===== config.mk =====
export PLATFORM = sky130hd
export DESIGN_NAME = serial_sub
export DESIGN_NICKNAME = d
export VERILOG_FILES = /design/src/rtl/serial_arith_pkg.sv /design/src/rtl/serial_sub_fs_bit.sv /design/src/rtl/serial_sub.sv
export SDC_FILE = /design/constraint.sdc
export NUM_CORES = 1
export LEC_CHECK = 0
export BUFFER_PORTS_ARGS = -buffer_cell sky130_fd_sc_hd__buf_2
export CAP_MARGIN = 10
export CORE_AREA = 2 2 45 47
export DETAILED_ROUTE_END_ITERATION = 7
export DIE_AREA = 0 0 47 49
export GPL_ROUTABILITY_DRIVEN = 0
export PLACE_DENSITY = 0.77
export SLEW_MARGIN = 10
export SYNTH_ARGS = -nofsm -noshare
export SYNTH_HDL_FRONTEND = slang
export SYNTH_SLANG_ARGS = --single-unit

===== constraint.sdc =====
create_clock -name clk -period 2.6 [get_ports clk]
set_clock_uncertainty 0.05 [all_clocks]
set_input_delay 0.52 -clock clk [delete_from_list [all_inputs] [get_ports clk]]
set_output_delay 0.52 -clock clk [all_outputs]
set_load 0.05 [all_outputs]

===== src/rtl/serial_arith_pkg.sv =====
// Shared types and helpers for the bit-serial arithmetic datapaths.
package serial_arith_pkg;

   typedef enum logic [1:0] {
      IDLE = 2'd0,
      RUN  = 2'd1,
      DONE = 2'd2
   } state_e;

   // Bits needed for a counter that walks 0..w-1 (at least one bit).
   function automatic int unsigned cnt_width(input int unsigned w);
      return (w <= 2) ? 1 : $clog2(w);
   endfunction

endpackage


===== src/rtl/serial_sub_fs_bit.sv =====
// One-bit full subtractor: d = x - y - bin, bout = borrow out.
module fs_bit (
   input  logic x,
   input  logic y,
   input  logic bin,
   output logic d,
   output logic bout
);

   // Difference and borrow of a single bit position.
   always_comb begin
      d    = x ^ y ^ bin;
      bout = (~x & y) | (~(x ^ y) & bin);
   end

endmodule


===== src/rtl/serial_sub.sv =====
// Bit-serial subtractor, D = A - B - b_in, one bit per clock, LSB first.
// Optional macro SERIAL_SUB_OVF_EN adds the signed-overflow output ovf.
module serial_sub
   import serial_arith_pkg::*;
#(
   parameter int unsigned WIDTH = 4
) (
   input  logic             clk,
   input  logic             rst_n,
   input  logic             start,
   input  logic [WIDTH-1:0] a,
   input  logic [WIDTH-1:0] b,
   input  logic             b_in,
   output logic             busy,
   output logic             done,
   output logic [WIDTH-1:0] d,
   output logic             b_out
`ifdef SERIAL_SUB_OVF_EN
  ,output logic             ovf
`endif
);

   localparam int unsigned CW = cnt_width(WIDTH);
   localparam logic [CW-1:0] LAST = CW'(WIDTH - 1);

   state_e           state_q, state_d;
   logic [WIDTH-1:0] a_q, b_q;
   logic [WIDTH-2:0] r_q;
   logic [CW-1:0]    cnt_q;
   logic             brw_q;
   logic [WIDTH-1:0] d_q;
   logic             bout_q;
   logic             accept, last;
   logic             diff_bit, brw_d;
   logic [WIDTH-1:0] r_next;

   assign accept = start & (state_q != RUN);
   assign last   = (state_q == RUN) && (cnt_q == LAST);

   fs_bit u_fs (
      .x    (a_q[0]),
      .y    (b_q[0]),
      .bin  (brw_q),
      .d    (diff_bit),
      .bout (brw_d)
   );

   // Newest difference bit enters at the top; the bottom bit falls off.
   assign r_next = {diff_bit, r_q};

   // State register.
   always_ff @(posedge clk or negedge rst_n) begin
      if (!rst_n) state_q <= IDLE;
      else        state_q <= state_d;
   end

   // Next-state logic; DONE accepts a new start just like IDLE.
   always_comb begin
      state_d = state_q;
      unique case (state_q)
         IDLE:    if (accept) state_d = RUN;
         RUN:     if (last)   state_d = DONE;
         DONE:    state_d = accept ? RUN : IDLE;
         default: state_d = IDLE;
      endcase
   end

   // Status outputs decoded from the state register only.
   always_comb begin
      busy = (state_q == RUN);
      done = (state_q == DONE);
   end

   // Operand capture, serial shifting and result commit.
   always_ff @(posedge clk or negedge rst_n) begin
      if (!rst_n) begin
         a_q    <= '0;
         b_q    <= '0;
         r_q    <= '0;
         cnt_q  <= '0;
         brw_q  <= 1'b0;
         d_q    <= '0;
         bout_q <= 1'b0;
      end else if (state_q == RUN) begin
         a_q   <= a_q >> 1;
         b_q   <= b_q >> 1;
         r_q   <= r_next[WIDTH-1:1];
         brw_q <= brw_d;
         cnt_q <= cnt_q + 1'b1;
         if (last) begin
            d_q    <= r_next;
            bout_q <= brw_d;
         end
      end else if (accept) begin
         a_q   <= a;
         b_q   <= b;
         brw_q <= b_in;
         cnt_q <= '0;
      end
   end

   assign d     = d_q;
   assign b_out = bout_q;

`ifdef SERIAL_SUB_OVF_EN
   logic ovf_q;

   // Signed overflow: borrow into the MSB differs from borrow out of it.
   always_ff @(posedge clk or negedge rst_n) begin
      if (!rst_n)    ovf_q <= 1'b0;
      else if (last) ovf_q <= brw_q ^ brw_d;
   end

   assign ovf = ovf_q;
`endif

endmodule


==> impl_metrics.json, run 1 <==
{
  "status": "finished, final reports clean",
  "pin_count": 19,
  "cellLeakagePower_nw": 0.569,
  "netlist_area_sq_um": 962,
  "drc": 0,
  "initial_utilization": 0.522,
  "clkTransAtPathRegs_ns": 0.11,
  "cts-root-buf": "clkbuf_4",
  "synth_xor_area_frac": 0,
  "use_met3": 0.0222,
  "synth_seq_cells": 21,
  "place_ws_ns": 0.919,
  "cp_slowest_stage_delay_ns": 0.39,
  "first_pass_iters": 1,
  "seq_area_frac_synth": 0.546,
  "die_y_um": 49,
  "netlist_top_cells_count": "21 x dfrtp_1, 12 x mux2_2, 8 x mux2_4",
  "critical_path_buf_inv_count": 3,
  "grt_usage": 0.160,
  "cpMaxStageDelayCell": "dfrtp_1",
  "synthArstFlopShare": 1.00,
  "ys_types": 15,
  "synth_compound_area_frac": 0.00650,
  "area_delta_synth_final_pct": 14.4,
  "die_w_um": 47,
  "use_met2": 0.224,
  "drt_wl_total_mm": 1.48,
  "finalCritPeriodShare": 0.778,
  "antenna_found_initial": 0,
  "cts_buffer_depth": 2,
  "start_kind": "flop",
  "synth-simple-area-share": 0.0429,
  "grt_pass1_vias": 562,
  "cp_cell_sequence": "nand2b_1, buf_4, inv_1, buf_2",
  "nets": 101,
  "ir_drop_uv": 909,
  "finalHoldViolCount": 0,
  "synth_top_family_by_area": "multiplexers",
  "post_cts_buffers": 0,
  "p_per_area_mw_per_mm2": 1300,
  "cp.arrival_ns": 1.45,
  "core_sq_mm": 0.00184,
  "fmax_mhz": 495,
  "cp_data_required_time_ns": 2.03,
  "fin_crit_ns": 2.02,
  "synth.most_common_cell": "dfrtp_1",
  "slew_violations": 0,
  "cp-startpoint": "state_q[1]$_DFFE_PN0P_",
  "cts_sinks": 21,
  "fin_hold_ws_ns": 0.0907,
  "via_per_inst": 4.72,
  "regToRegSetupSlack_ns": 1.17,
  "cp-end-kind": "output pin",
  "dp_hpwl_mm": 1.08,
  "post_cts_resized": 0,
  "synth_mux_area_frac": 0.328,
  "synth_cells": 65,
  "grt-ovfl-total": 0,
  "portBuffers": 18,
  "syn_avg_cell_area_sq_um": 14.8,
  "slew_headroom": 0.695,
  "worst_slack_ns": 0.578,
  "dieArea_sq_mm": 0.00230,
  "yosys.area_share.adder": 0.0338,
  "yosysWarningCount": 0,
  "final_layout_size_suffix_gt1_frac": 0.488,
  "cts_buffers": 3,
  "grt-busiest-layer": "met2",
  "ant_nets": 0,
  "finalPower_w": 0.00143,
  "grt_first_pass_wirelength_mm": 2.54,
  "synth_nets": 79,
  "finalSetupViolations": 0,
  "synth_edf_count": 0,
  "rr_startpoint": "cnt_q[0]$_DFFE_PN0P_",
  "antennaDiodeCount": 0,
  "path_class": "reg -> out",
  "synth_top_area_frac": 0.546,
  "routedWlPerCell_um": 13.1,
  "critical_path.top_delay_family": "buffers and inverters",
  "final_core_utilization": 0.598,
  "htree_levels": 1,
  "yosys.area.top_type": "dfrtp_1",
  "drt_iter0_markers": 0,
  "grt_start_max_net_pins": 22,
  "synthTopCellsByArea": "dfrtp_1 55%, mux2_2 14%, mux2_4 12%, mux2i_1 6.2%, inv_1 2.3%",
  "hold_path_class": "in -> async",
  "crit_path_max_fanout": 12,
  "maxCapViolCount": 0,
  "cts_tree": "built",
  "row_count": 16,
  "setup_tns_ns": 0,
  "cts_hold_buffers": 0,
  "vias": 533,
  "insertion_delay_ns": 0.31,
  "grt_use_met1": 0.221,
  "rsz0062_at_grt": "no",
  "yosys_most_used_dff": "dfrtp_1",
  "worst_pin_slew_ns": 0.457
}
[cells by family (layout without fill, tap and decap cells)]
family / count (synthesis) / after routing
mux: 26 / 26
flops: 21 / 21
buf+inv: 8 / 29
simple gates: 7 / 7
fa+ha+maj: 2 / 2
compound gates: 1 / 1
[cells in the final DEF, fill, tap and decap left out]
cell type,n
and2b_1,1
buf_2,18
buf_4,1
clkbuf_1,1
clkbuf_4,3
dfrtp_1,21
fa_1,1
ha_1,1
inv_1,6
mux2_2,12
mux2_4,8
mux2i_1,6
nand2b_1,2
nand3b_1,1
nor2_1,2
nor2b_1,1
o22ai_1,1
[area by class of cell]
class | count | area (sq um)
Timing Repair Buffer | 19 | 97.6
Fill cell | 172 | 741
Inverter | 6 | 22.5
Clock buffer | 4 | 26.3
Sequential cell | 21 | 526
Multi-Input combinational cell | 36 | 395
Tap cell | 27 | 33.8
[worst paths after layout]
check,end,cells past startpoint
max,busy,4
min,d[3]$_DFFE_PN0P_,1
max reg2reg,d[2]$_DFFE_PN0P_,3
min reg2reg,cnt_q[0]$_DFFE_PN0P_,1
max in group asynchronous,d[0]$_DFFE_PN0P_,1
min in group clk,a_q[3]$_DFFE_PN0P_,3
[routing by layer]
layer	wire length, um	vias up	share of wire
li1	-	261	-
met5	0	-	0
met3	48	4	0.032
met2	697	11	0.47
met1	691	257	0.47
met4	44	0	0.030
[stage by stage]
step	std cells	area, sq um
2_1_floorplan	65	962
3_3_place_gp	109	1070
3_5_place_dp	109	1070
4_1_cts	113	1100
5_1_grt	113	1100
6_report	113	1100
[worst register-to-register path: cells and delay by family (launching register included)]
kind,cells,cell delay [ns]
AND/OR/NAND/NOR,1,0.25
adder cells (fa/ha/maj),1,0.23
flip-flops,1,0.42
multiplexers,1,0.38
[power by group]
part           internal [W]  switching (W)
combinational      0.000321       0.000384
clock             0.0000599      0.0000993
sequential         0.000481      0.0000855
total              0.000861       0.000569
[state kept, by name, indices dropped and copies added (netlist names)]
signal and count:
b_q 4, r_q 3, state_q 2, brw_q 1
b_out 1, a_q 4, d 4, cnt_q 2
Power figures use the tool's default switching activity.
==> run 2: changes to the inputs <==
--- a/config.mk
+++ b/config.mk
@@ -7,11 +7,11 @@
 export LEC_CHECK = 0
 export BUFFER_PORTS_ARGS = -buffer_cell sky130_fd_sc_hd__buf_2
 export CAP_MARGIN = 10
-export CORE_AREA = 2 2 45 47
+export CORE_AREA = 2 2 47 49
 export DETAILED_ROUTE_END_ITERATION = 7
-export DIE_AREA = 0 0 47 49
+export DIE_AREA = 0 0 49 51
 export GPL_ROUTABILITY_DRIVEN = 0
-export PLACE_DENSITY = 0.77
+export PLACE_DENSITY = 0.71
 export SLEW_MARGIN = 10
 export SYNTH_ARGS = -nofsm -noshare
 export SYNTH_HDL_FRONTEND = slang
==> constraint.sdc (replaced) <==
create_clock -name clk -period 2 [get_ports clk]
set_clock_uncertainty 0.05 [all_clocks]
set_input_delay 0.4 -clock clk [delete_from_list [all_inputs] [get_ports clk]]
set_output_delay 0.4 -clock clk [all_outputs]
set_load 0.05 [all_outputs]
==> run 2 against run 1 <==
Combinational power is 30% higher. Count of clock-buffer cells in the layout is 1 lower. Worst setup slack worse by 0.34 ns. Cell area is 1.4% higher. First-iteration DRC count is 1 higher. Power is 30% higher. Wire length hardly changed. Sequential share of layout area is 0.64 points lower. Non-clock buffer count is 1 higher. Register-to-register slack worse by 0.61 ns. Critical path type unchanged. Critical endpoint unchanged.
==> impl_metrics.json, run 2 (same netlist as run 1, synthesis figures left out) <==
{
  "reg2reg_depth": 3,
  "portBuffers": 18,
  "fin_crit_ns": 1.76,
  "first_pass_iters": 2,
  "htree_levels": 1,
  "post_cts_resized": 0,
  "antennaDiodeCount": 0,
  "dieArea_sq_mm": 0.00250,
  "area_delta_synth_final_pct": 16.0,
  "cellLeakagePower_nw": 0.572,
  "cpMaxStageDelayCell": "dfrtp_1",
  "clkTransAtPathRegs_ns": 0.12,
  "cts_buffer_depth": 2,
  "via_per_inst": 4.77,
  "n_fill_cell": 195,
  "drt_wl_total_mm": 1.48,
  "pin_count": 19,
  "cp_data_required_time_ns": 1.55,
  "grt-ovfl-total": 0,
  "hold_path_class": "in -> reg",
  "routedWlPerCell_um": 12.9,
  "finalSetupViolations": 0,
  "critical_path_buf_inv_count": 2,
  "nets": 102,
  "regToRegSetupSlack_ns": 0.56,
  "hold-path-cell-count": 3,
  "row_count": 17,
  "cp-end-kind": "output pin",
  "antenna_found_initial": 0,
  "critical_path.top_delay_family": "buffers and inverters",
  "final_common_cell": "dfrtp_1",
  "p_per_area_mw_per_mm2": 1670,
  "die_w_um": 49,
  "setup_tns_ns": 0,
  "vias": 549,
  "min_to": "a_q[3]$_DFFE_PN0P_",
  "dp_hpwl_mm": 1.09,
  "drt_iter0_markers": 1,
  "cts-root-buf": "clkbuf_4",
  "stdcell_count": 115,
  "cts_buffers": 3,
  "rr_endpoint": "d[1]$_DFFE_PN0P_",
  "crit_path_max_fanout": 5,
  "insertion_delay_ns": 0.31,
  "status": "finished, final reports clean",
  "placed_cells": 110,
  "finalPower_w": 0.00186,
  "path_class": "reg -> out",
  "fmax_mhz": 569,
  "cts_tree": "built",
  "start_kind": "flop",
  "grt_pass1_vias": 557,
  "final_layout_size_suffix_gt1_frac": 0.494,
  "finalHoldViolCount": 0,
  "slew_headroom": 0.698,
  "layout_common_cells": "21 x dfrtp_1, 18 x buf_2, 12 x mux2_2",
  "maxCapViolCount": 0,
  "grt_first_pass_wirelength_mm": 2.66,
  "cp_slowest_stage_delay_ns": 0.40,
  "final_core_utilization": 0.541,
  "core_sq_mm": 0.00206,
  "cts_sinks": 21,
  "grt_usage": 0.150,
  "slew_violations": 0,
  "cp_cell_sequence": "nand2b_1, inv_1, buf_2",
  "worst_pin_slew_ns": 0.453,
  "rsz0062_at_grt": "no",
  "cp-startpoint": "state_q[1]$_DFFE_PN0P_",
  "ir_drop_uv": 1200,
  "rr_startpoint": "cnt_q[0]$_DFFE_PN0P_",
  "grt_start_max_net_pins": 22,
  "hp-start": "a[3]",
  "cp.arrival_ns": 1.31,
  "drc": 0,
  "ant_nets": 0,
  "die_y_um": 51,
  "finalCritPeriodShare": 0.879,
  "initial_utilization": 0.466
}
run 2: layout make-up:
type | count | area [sq um] | area share
sequential | 21 | 526 | 0.471
multi-input combinational | 36 | 395 | 0.354
timing repair buffer | 20 | 108 | 0.0964
tap | 28 | 35.0 | 0.0314
clock buffer | 3 | 22.5 | 0.0202
inverter | 6 | 22.5 | 0.0202
clock inverter | 1 | 7.51 | 0.00673
run 2: where the power goes:
part	internal (W)	leakage [nW]	total, W	switching (W)
Sequential	0.000625	0.254	0.000736	0.000111
Combinational	0.000417	0.304	0.000919	0.000502
Clock	0.0000763	0.0139	0.000208	0.000131
run 2: worst reg2reg max path: cells and delay by family, from the launching register on:
kind          cells  cell delay [ns]
mux               1             0.38
simple gates      1             0.28
flops             1             0.41
fa+ha+maj         1             0.22
run 2: how the worst max path moves through the flow:
| stage | to | cells after the start |
|---|---|---|
| 5_1_grt | busy | 3 |
| 6_report | busy | 3 |
| 3_3_place_gp | b_q[0]$_DFFE_PN0P_ | 3 |
| 2_1_floorplan | done | 1 |
| 3_5_place_dp | b_q[0]$_DFFE_PN0P_ | 3 |
| 4_1_cts | busy | 3 |
run 2: metrics by stage:
stage          hold WS, ns  area (sq um)  setup slack [ns]
2_1_floorplan       0.0544           962             0.461
3_3_place_gp         0.330          1080             0.545
3_5_place_dp         0.323          1080             0.518
4_1_cts              0.287          1120             0.231
5_1_grt              0.271          1120             0.139
6_report             0.288          1120             0.242
run 2: routing by layer:
metal  share of wire  routed length [um]  track usage
met3           0.055                  82       0.0614
met2            0.44                 652        0.215
met5               0                   0            0
met1            0.49                 728        0.198
met4           0.011                  16       0.0714
run 2: timing repair:
item                                   4_1_cts  5_1_grt
hold buffers                                 1        0
setup buffers                                0        0
endpoints found under the hold margin       21        0
setup endpoints to repair                    0        0
